--- src/rtl/counter_pkg.sv ---
// Shared definitions for the parametrised up/down counter: mode constants,
// the per-edge action encoding and the max-count helper.
package counter_pkg;

    localparam int unsigned CNT_WRAP = 0;
    localparam int unsigned CNT_SAT  = 1;

    typedef enum logic [1:0] {
        ACT_HOLD,
        ACT_LOAD,
        ACT_INC,
        ACT_DEC
    } cnt_act_t;

    function automatic int unsigned max_count(input int unsigned modulus);
        return modulus - 1;
    endfunction

endpackage

--- src/rtl/updown_counter_param_tff_cell.sv ---
// One bit of the counter: a toggle flop with synchronous load and a
// registered complement output, cleared asynchronously.
module tff_cell (
    input  logic clk,
    input  logic rst,
    input  logic t,
    input  logic ld,
    input  logic ld_d,
    output logic q,
    output logic q_bar
);

    always_ff @(posedge clk or posedge rst) begin
        if (rst) begin
            q     <= 1'b0;
            q_bar <= 1'b1;
        end else if (ld) begin
            q     <= ld_d;
            q_bar <= ~ld_d;
        end else if (t) begin
            q     <= ~q;
            q_bar <= q;
        end
    end

endmodule

--- src/rtl/updown_counter_param.sv ---
// Parametrised up/down modulo counter with load, enable, wrap/saturate mode,
// combinational terminal count and a registered one-cycle wrap pulse.
module updown_counter_param
    import counter_pkg::*;
#(
    parameter int unsigned WIDTH    = 4,
    parameter int unsigned MODULUS  = 16,
    parameter int unsigned SATURATE = CNT_WRAP
) (
    input  logic             clk,
    input  logic             rst,
    input  logic             en,
    input  logic             up,
    input  logic             load,
    input  logic [WIDTH-1:0] d,
    output logic [WIDTH-1:0] q,
    output logic [WIDTH-1:0] q_bar,
    output logic             tc,
    output logic             wrap
);

    localparam logic [WIDTH:0] MAX_EXT = (WIDTH+1)'(max_count(MODULUS));
    localparam logic [WIDTH:0] ONE_EXT = (WIDTH+1)'(1);
    localparam bit             SAT     = (SATURATE == CNT_SAT);

    cnt_act_t         act;
    logic [WIDTH:0]   q_ext;
    logic [WIDTH:0]   d_ext;
    logic [WIDTH:0]   next_ext;
    logic [WIDTH-1:0] next;
    logic [WIDTH-1:0] t;
    logic             at_max;
    logic             at_min;
    logic             wrap_next;
    logic             carry_unused;

    assign q_ext  = {1'b0, q};
    assign d_ext  = {1'b0, d};
    assign at_max = (q_ext == MAX_EXT);
    assign at_min = (q_ext == '0);

    always_comb begin
        act = ACT_HOLD;
        if (load)
            act = ACT_LOAD;
        else if (en)
            act = up ? ACT_INC : ACT_DEC;
    end

    // Limits compare against MAX_EXT explicitly so MODULUS == 2**WIDTH
    // never relies on natural overflow of the WIDTH-bit register.
    always_comb begin
        next_ext  = q_ext;
        wrap_next = 1'b0;
        case (act)
            ACT_LOAD: next_ext = (d_ext > MAX_EXT) ? MAX_EXT : d_ext;
            ACT_INC: begin
                if (!at_max) begin
                    next_ext = q_ext + ONE_EXT;
                end else if (!SAT) begin
                    next_ext  = '0;
                    wrap_next = 1'b1;
                end
            end
            ACT_DEC: begin
                if (!at_min) begin
                    next_ext = q_ext - ONE_EXT;
                end else if (!SAT) begin
                    next_ext  = MAX_EXT;
                    wrap_next = 1'b1;
                end
            end
            default: ;
        endcase
    end

    assign next         = next_ext[WIDTH-1:0];
    assign carry_unused = next_ext[WIDTH];
    assign t            = q ^ next;

    assign tc = en & ~load & ((up & at_max) | (~up & at_min));

    // Counting is expressed as per-bit toggles; a load bypasses the toggle
    // path and writes the clamped value directly.
    for (genvar i = 0; i < WIDTH; i++) begin : g_bit
        tff_cell u_cell (
            .clk   (clk),
            .rst   (rst),
            .t     (t[i]),
            .ld    (load),
            .ld_d  (next[i]),
            .q     (q[i]),
            .q_bar (q_bar[i])
        );
    end

    always_ff @(posedge clk or posedge rst) begin
        if (rst)
            wrap <= 1'b0;
        else
            wrap <= wrap_next;
    end

endmodule

--- config.mk ---
export PLATFORM = sky130hd
export DESIGN_NAME = updown_counter_param
export DESIGN_NICKNAME = d
export VERILOG_FILES = /design/src/rtl/counter_pkg.sv /design/src/rtl/updown_counter_param_tff_cell.sv /design/src/rtl/updown_counter_param.sv
export SDC_FILE = /design/constraint.sdc
export NUM_CORES = 1
export LEC_CHECK = 0
export CAP_MARGIN = 30
export CORE_AREA = 2 2 42 44
export CTS_BUF_LIST = sky130_fd_sc_hd__clkbuf_16
export DETAILED_ROUTE_END_ITERATION = 12
export DIE_AREA = 0 0 44 46
export DONT_BUFFER_PORTS = 1
export PLACE_DENSITY_LB_ADDON = 0.2
export SYNTH_ARGS = -nofsm -noshare
export SYNTH_HDL_FRONTEND = slang
export SYNTH_SLANG_ARGS = --single-unit
--- constraint.sdc ---
create_clock -name clk -period 2.5 [get_ports clk]
set_clock_uncertainty 0.2 [all_clocks]
set_input_delay 0.25 -clock clk [delete_from_list [all_inputs] [get_ports clk]]
set_output_delay 0.25 -clock clk [all_outputs]
set_load 0.01 [all_outputs]
Word-level counts from Yosys, hierarchy flattened
Index checks and enable logic that the tools add are counted.
{ "word_totals": {"ff_bits": 9, "out_inout_bits": 10, "word_cells": 63} }
{ "classes": {"addsub": 2, "magnitude_cmp": 1, "n_eq_ne": 4, "mux": 26, "bitwise": 16, "n_reduce_logical": 5} }
{ "ops": {"columns": ["op", "n"], "rows": [
  ["two-way mux 1 bit", 19],
  ["two-way mux 4 bit", 3],
  ["one-hot mux 4 bit (3 select lines)", 1],
  ["NOT 1 bit", 10],
  ["nonzero test 2 bit", 4],
  ["zero test 5 bit", 1],
  ["adder 4 x 1 -> 4 bit (second input constant)", 1],
  ["AND 1 bit", 4],
  ["== test 2 bit (second input constant)", 2],
  ["== test 4 bit (second input constant)", 1],
  ["greater-than comparator 4 bit (second input constant)", 1],
  ["two-way mux 2 bit", 2],
  ["subtractor 4 x 1 -> 4 bit (second input constant)", 1],
  ["XOR 4 bit", 1],
  ["== test 2 x 1 -> 1 bit (second input constant)", 1],
  ["one-hot mux 1 bit (2 select lines)", 1],
  ["bitwise OR 1 bit", 1]
]} }

Logic depth before layout (Yosys ltp)
{ "logic_depth": {"word_depth": 8, "ltp_mapped": 8, "mapped_depth_nobuf": 7} }

Modules after synthesis
A second synthesis with hierarchy kept.
{ "unflattened": {"hier_cells": 99, "hier_area_um2": 802.0} }
{ "modules_own_cells": {"columns": ["module", "instances", "cells_per_inst", "area_each_um2", "seq_area_each_um2"], "rows": [
  ["updown_counter_param", 1, 67, 436.7, 25.0],
  ["tff_cell", 4, 8, 91.3, 51.3]
]} }

Worst setup path before layout
OpenSTA, ideal clock, no wires.
{ "synth_path": {"path_kind": "register to output", "from": "register g_bit[0].u_cell.q", "to": "output port tc", "arrival_time_ps": 1540, "required_time_ps": 2050, "setup_slack_ps": 510, "stages_incl_launch_ff": 7, "path_cell_list": "dfrtp_1 buf_6 inv_1 ha_1 or3b_1 or2_1 a21oi_1"} }
{ "synth_between": {"elab_chain_len": 4, "word_cells_on_any_way": 6, "cone_classes": "1 x eq/ne; 4 x bitwise; 1 x reduce/logical"} }
{ "synth_lines": {"columns": ["element", "line", "rtl"], "rows": [
  ["from (decl)", "updown_counter_param_tff_cell.sv:9", "output logic q,"],
  ["from (signal assigned)", "updown_counter_param_tff_cell.sv:18", "q <= ld_d;"],
  ["from (signal assigned)", "updown_counter_param_tff_cell.sv:21", "q <= ~q;"],
  ["== test 4 bit / zero test 5 bit (equally long branches)", "updown_counter_param.sv:39, updown_counter_param.sv:40", null],
  ["AND 1 bit", "updown_counter_param.sv:81", "assign tc = en & ~load & ((up & at_max) | (~up & at_min));"],
  ["bitwise OR 1 bit *", "updown_counter_param.sv:81", null],
  ["AND 1 bit *", "updown_counter_param.sv:81", null],
  ["to (decl)", "updown_counter_param.sv:18", "output logic tc,"]
]} }
Every way passes the cells marked *; elsewhere a longest branch is shown, timed or not.

Worst setup path after layout
{ "layout_path": {"from": "register g_bit[0].u_cell.q", "to": "register g_bit[2].u_cell.q"} }
{ "layout_between": {"elab_chain_len": 5, "word_cells_on_any_way": 10, "cone_classes": "2 x add/sub; 1 x eq/ne; 4 x mux; 1 x bitwise; 2 x reduce/logical"} }
{ "layout_lines": {"columns": ["element", "line", "rtl"], "rows": [
  ["subtractor 4 x 1 -> 4 bit, or another cell as far along", "updown_counter_param.sv:67", "next_ext = q_ext - ONE_EXT;"],
  ["two-way mux 4 bit (on tied branches)", "updown_counter_param.sv:66, updown_counter_param.sv:58", null],
  ["one-hot mux 4 bit (3 select lines) *", "updown_counter_param.sv:55", "case (act)"],
  ["XOR 4 bit", "updown_counter_param.sv:79", "assign t = q ^ next;"],
  ["nonzero test 2 bit (no source line)", null, null],
  ["to (signal assigned)", "updown_counter_param_tff_cell.sv:18", null],
  ["to (signal assigned)", "updown_counter_param_tff_cell.sv:21", null],
  ["to (decl)", "updown_counter_param_tff_cell.sv:9", null]
]} }
Marked as above.
A chain may end at the register's enable or synchronous reset.

==> results.tsv <==
metric	value	unit
later-pin clock latency in the skew report	0.24	ns
initial antenna violation count	0	
vias in the first global route	471	
startpoint types	flop	
synthesized area	673.1	sq um
global-route wire length before repair	2415	microns
CTS tree	built	
# rows	15	
fmax	0.4308	GHz
top cell type by total area after synthesis	dfrtp_1	
post-synth top area share	18.59	%
Die Wd	44	microns
Die ar.	2024	sq um
Max Slew Vio Count	0	
clk sinks	9	
I/O pin count	19	
CTS Buf Count	3	
synth warn	0	
Mapped Cells	78	
relative slew slack	72.54	%
ratio of final minimum period to clock period	92.85	%
Max Fanout on Critical Path	10	
unrepaired setup endpoints after global routing	no	
kind of critical path	flop to flop	
core area	1614	sq um
outcome	completed	
maxcap violations	0	
part of the Yosys area used for sequential elements	34.20	%
initial drt markers	11	
Yosys cell types	33	
final std cells w/o fill	97	
dpl cell area	623.1	sq um
worst hold-check path type	input port to flop	
Antenna Cells	0	
Final #Nets	92	
Die Y-Extent	46	microns
commonest non-fill, non-tap cell in the layout	dlygate4sd3_1	
Final min period	2.321	ns
required time of the critical path	2.41	ns
Port Buffers	0	
# setup viols final	0	
H-tree Lvls	1	
hold_ws	0.01026	ns
Worst Setup End Kind	flop	
Routed WL	1477	microns
Hold Vio Cnt, Final	0	
grt ovf	0	
hpwl dp	1000	microns
setup TNS	0	ns
vias per cell	5.392	
layout cells sized above 1	16.25	%
commonest cells after routing, fill and taps aside	8 x dlygate4sd3_1, 7 x nand2_1, 7 x a21oi_1	
Post-route DRC	0	
#FFs+latches synth	9	
post-synth net total	89	
Final ANT Viol Nets	0	
largest net degree at the start of global routing	13	
clock buffer depth	2	
Pwr per Cell Area	781.0	nW/um^2
vias post-DR	523	
measured slew at the worst slew-check pin	0.4119	ns
Worst VDD drop	430.9	uV
cell count after placement	85	
CP arrival	2.24	ns
routability congestion estimate	0.7904	
largest cells by area after synthesis	dfrtp_1 19%, dfstp_2 16%, buf_4 10%	
Post-synth top flop	dfrtp_1	
Routed WL per cell	15.23	microns
first drt pass iteration count	3	
CTS clock-pin slew for the worst setup and hold paths	0.04	ns
GRT Util Overall	17.32	%
area grow syn2layout	16.36	%
EDFF count, synth	0	
Finished Cell Area	783.3	sq um
LEAKAGE	0.3401	nW
Avg Synthesized Cell Area	8.630	sq um
clock root buffer master	clkbuf_16	
Post-synth ARST share	100.0	%
Starting Density	41.71	%
[power by group]
| part | switching [mW] | leakage, nW | total [mW] | internal, mW |
|---|---|---|---|---|
| Combinational | 0.0610 | 0.196 | 0.123 | 0.0616 |
| Clock | 0.0753 | 0.0409 | 0.287 | 0.211 |
| Sequential | 0.0298 | 0.103 | 0.203 | 0.173 |
[cells in the mapped netlist, types with 2 or more instances]
master	number
ha_1	2
xor2_1	2
inv_1	4
nand2b_1	2
dfstp_2	4
nor3_1	3
nor2b_1	2
dfrtp_1	5
nand2_1	7
o21ai_1	3
a32oi_1	2
a21oi_1	7
nor2_1	3
a31oi_1	2
buf_4	9
o21ai_0	3
clkbuf_1	2
[kinds of logic after synthesis]
family / count (synthesis) / share of synthesized area [%]
simple gates: 23 / 18.40
buf+inv: 17 / 15.61
compound gates: 22 / 20.63
mux: 3 / 4.833
flops: 9 / 34.20
xor+xnor: 2 / 2.603
fa+ha+maj: 2 / 3.717
[final cells by class]
type,count,area (sq um)
repair buffers,10,95.09
inverters,5,18.77
fillers,166,830.8
clock buffers,3,75.07
clock inverters,1,5.005
multi-input cells,52,337.8
flip-flops and latches,9,230.2
well taps,17,21.27
[metal layers]
metal	global-route usage (%)	up-vias	share of wire (%)
met2	26.47	15	46
met3	8.333	0	6.9
li1	-	267	-
met4	1.818	0	0
met5	0	-	0
met1	22.89	241	47
[per-stage QoR]
stage          util (%)  power [mW]  setup WS, ns
2_1_floorplan         -      0.3158        0.5104
3_3_place_gp      38.60      0.3085        0.6101
3_5_place_dp      38.60      0.3098        0.6060
4_1_cts           48.53      0.6164        0.1964
5_1_grt           48.53      0.6453       0.05914
6_report          48.53      0.6118        0.1788
[timing repair]
action                                 in CTS  in global routing
endpoints found under the hold margin      17                  0
gates resized for setup                     0                  0
hold buffers                                8                  0
setup buffers                               0                  0
[critical path: stages, from the launching register on]
cell and delay (ns):
dfrtp_1 0.36, buf_4 0.18, ha_1 0.23, mux2_1 0.30, nand2_1 0.11, xor2_1 0.19
o21ai_1 0.07, dlygate4sd3_1 0.56
[path summary, 6_finish.rpt]
kind / end / startpoint / cells past startpoint / slack [ns]
worst max-delay path: g_bit[2].u_cell.q / g_bit[0].u_cell.q / 7 / 0.18
max in group asynchronous: g_bit[0].u_cell.q_bar / rst / 2 / 1.56
worst max register to register: g_bit[2].u_cell.q / g_bit[0].u_cell.q / 7 / 0.18
min in group asynchronous: g_bit[1].u_cell.q / rst / 2 / 0.23
worst min-delay path: flop / up / 2 / 0.01
worst min register to register: g_bit[0].u_cell.q_bar / g_bit[0].u_cell.q_bar / 2 / 0.34
Power figures use the tool's default switching activity.
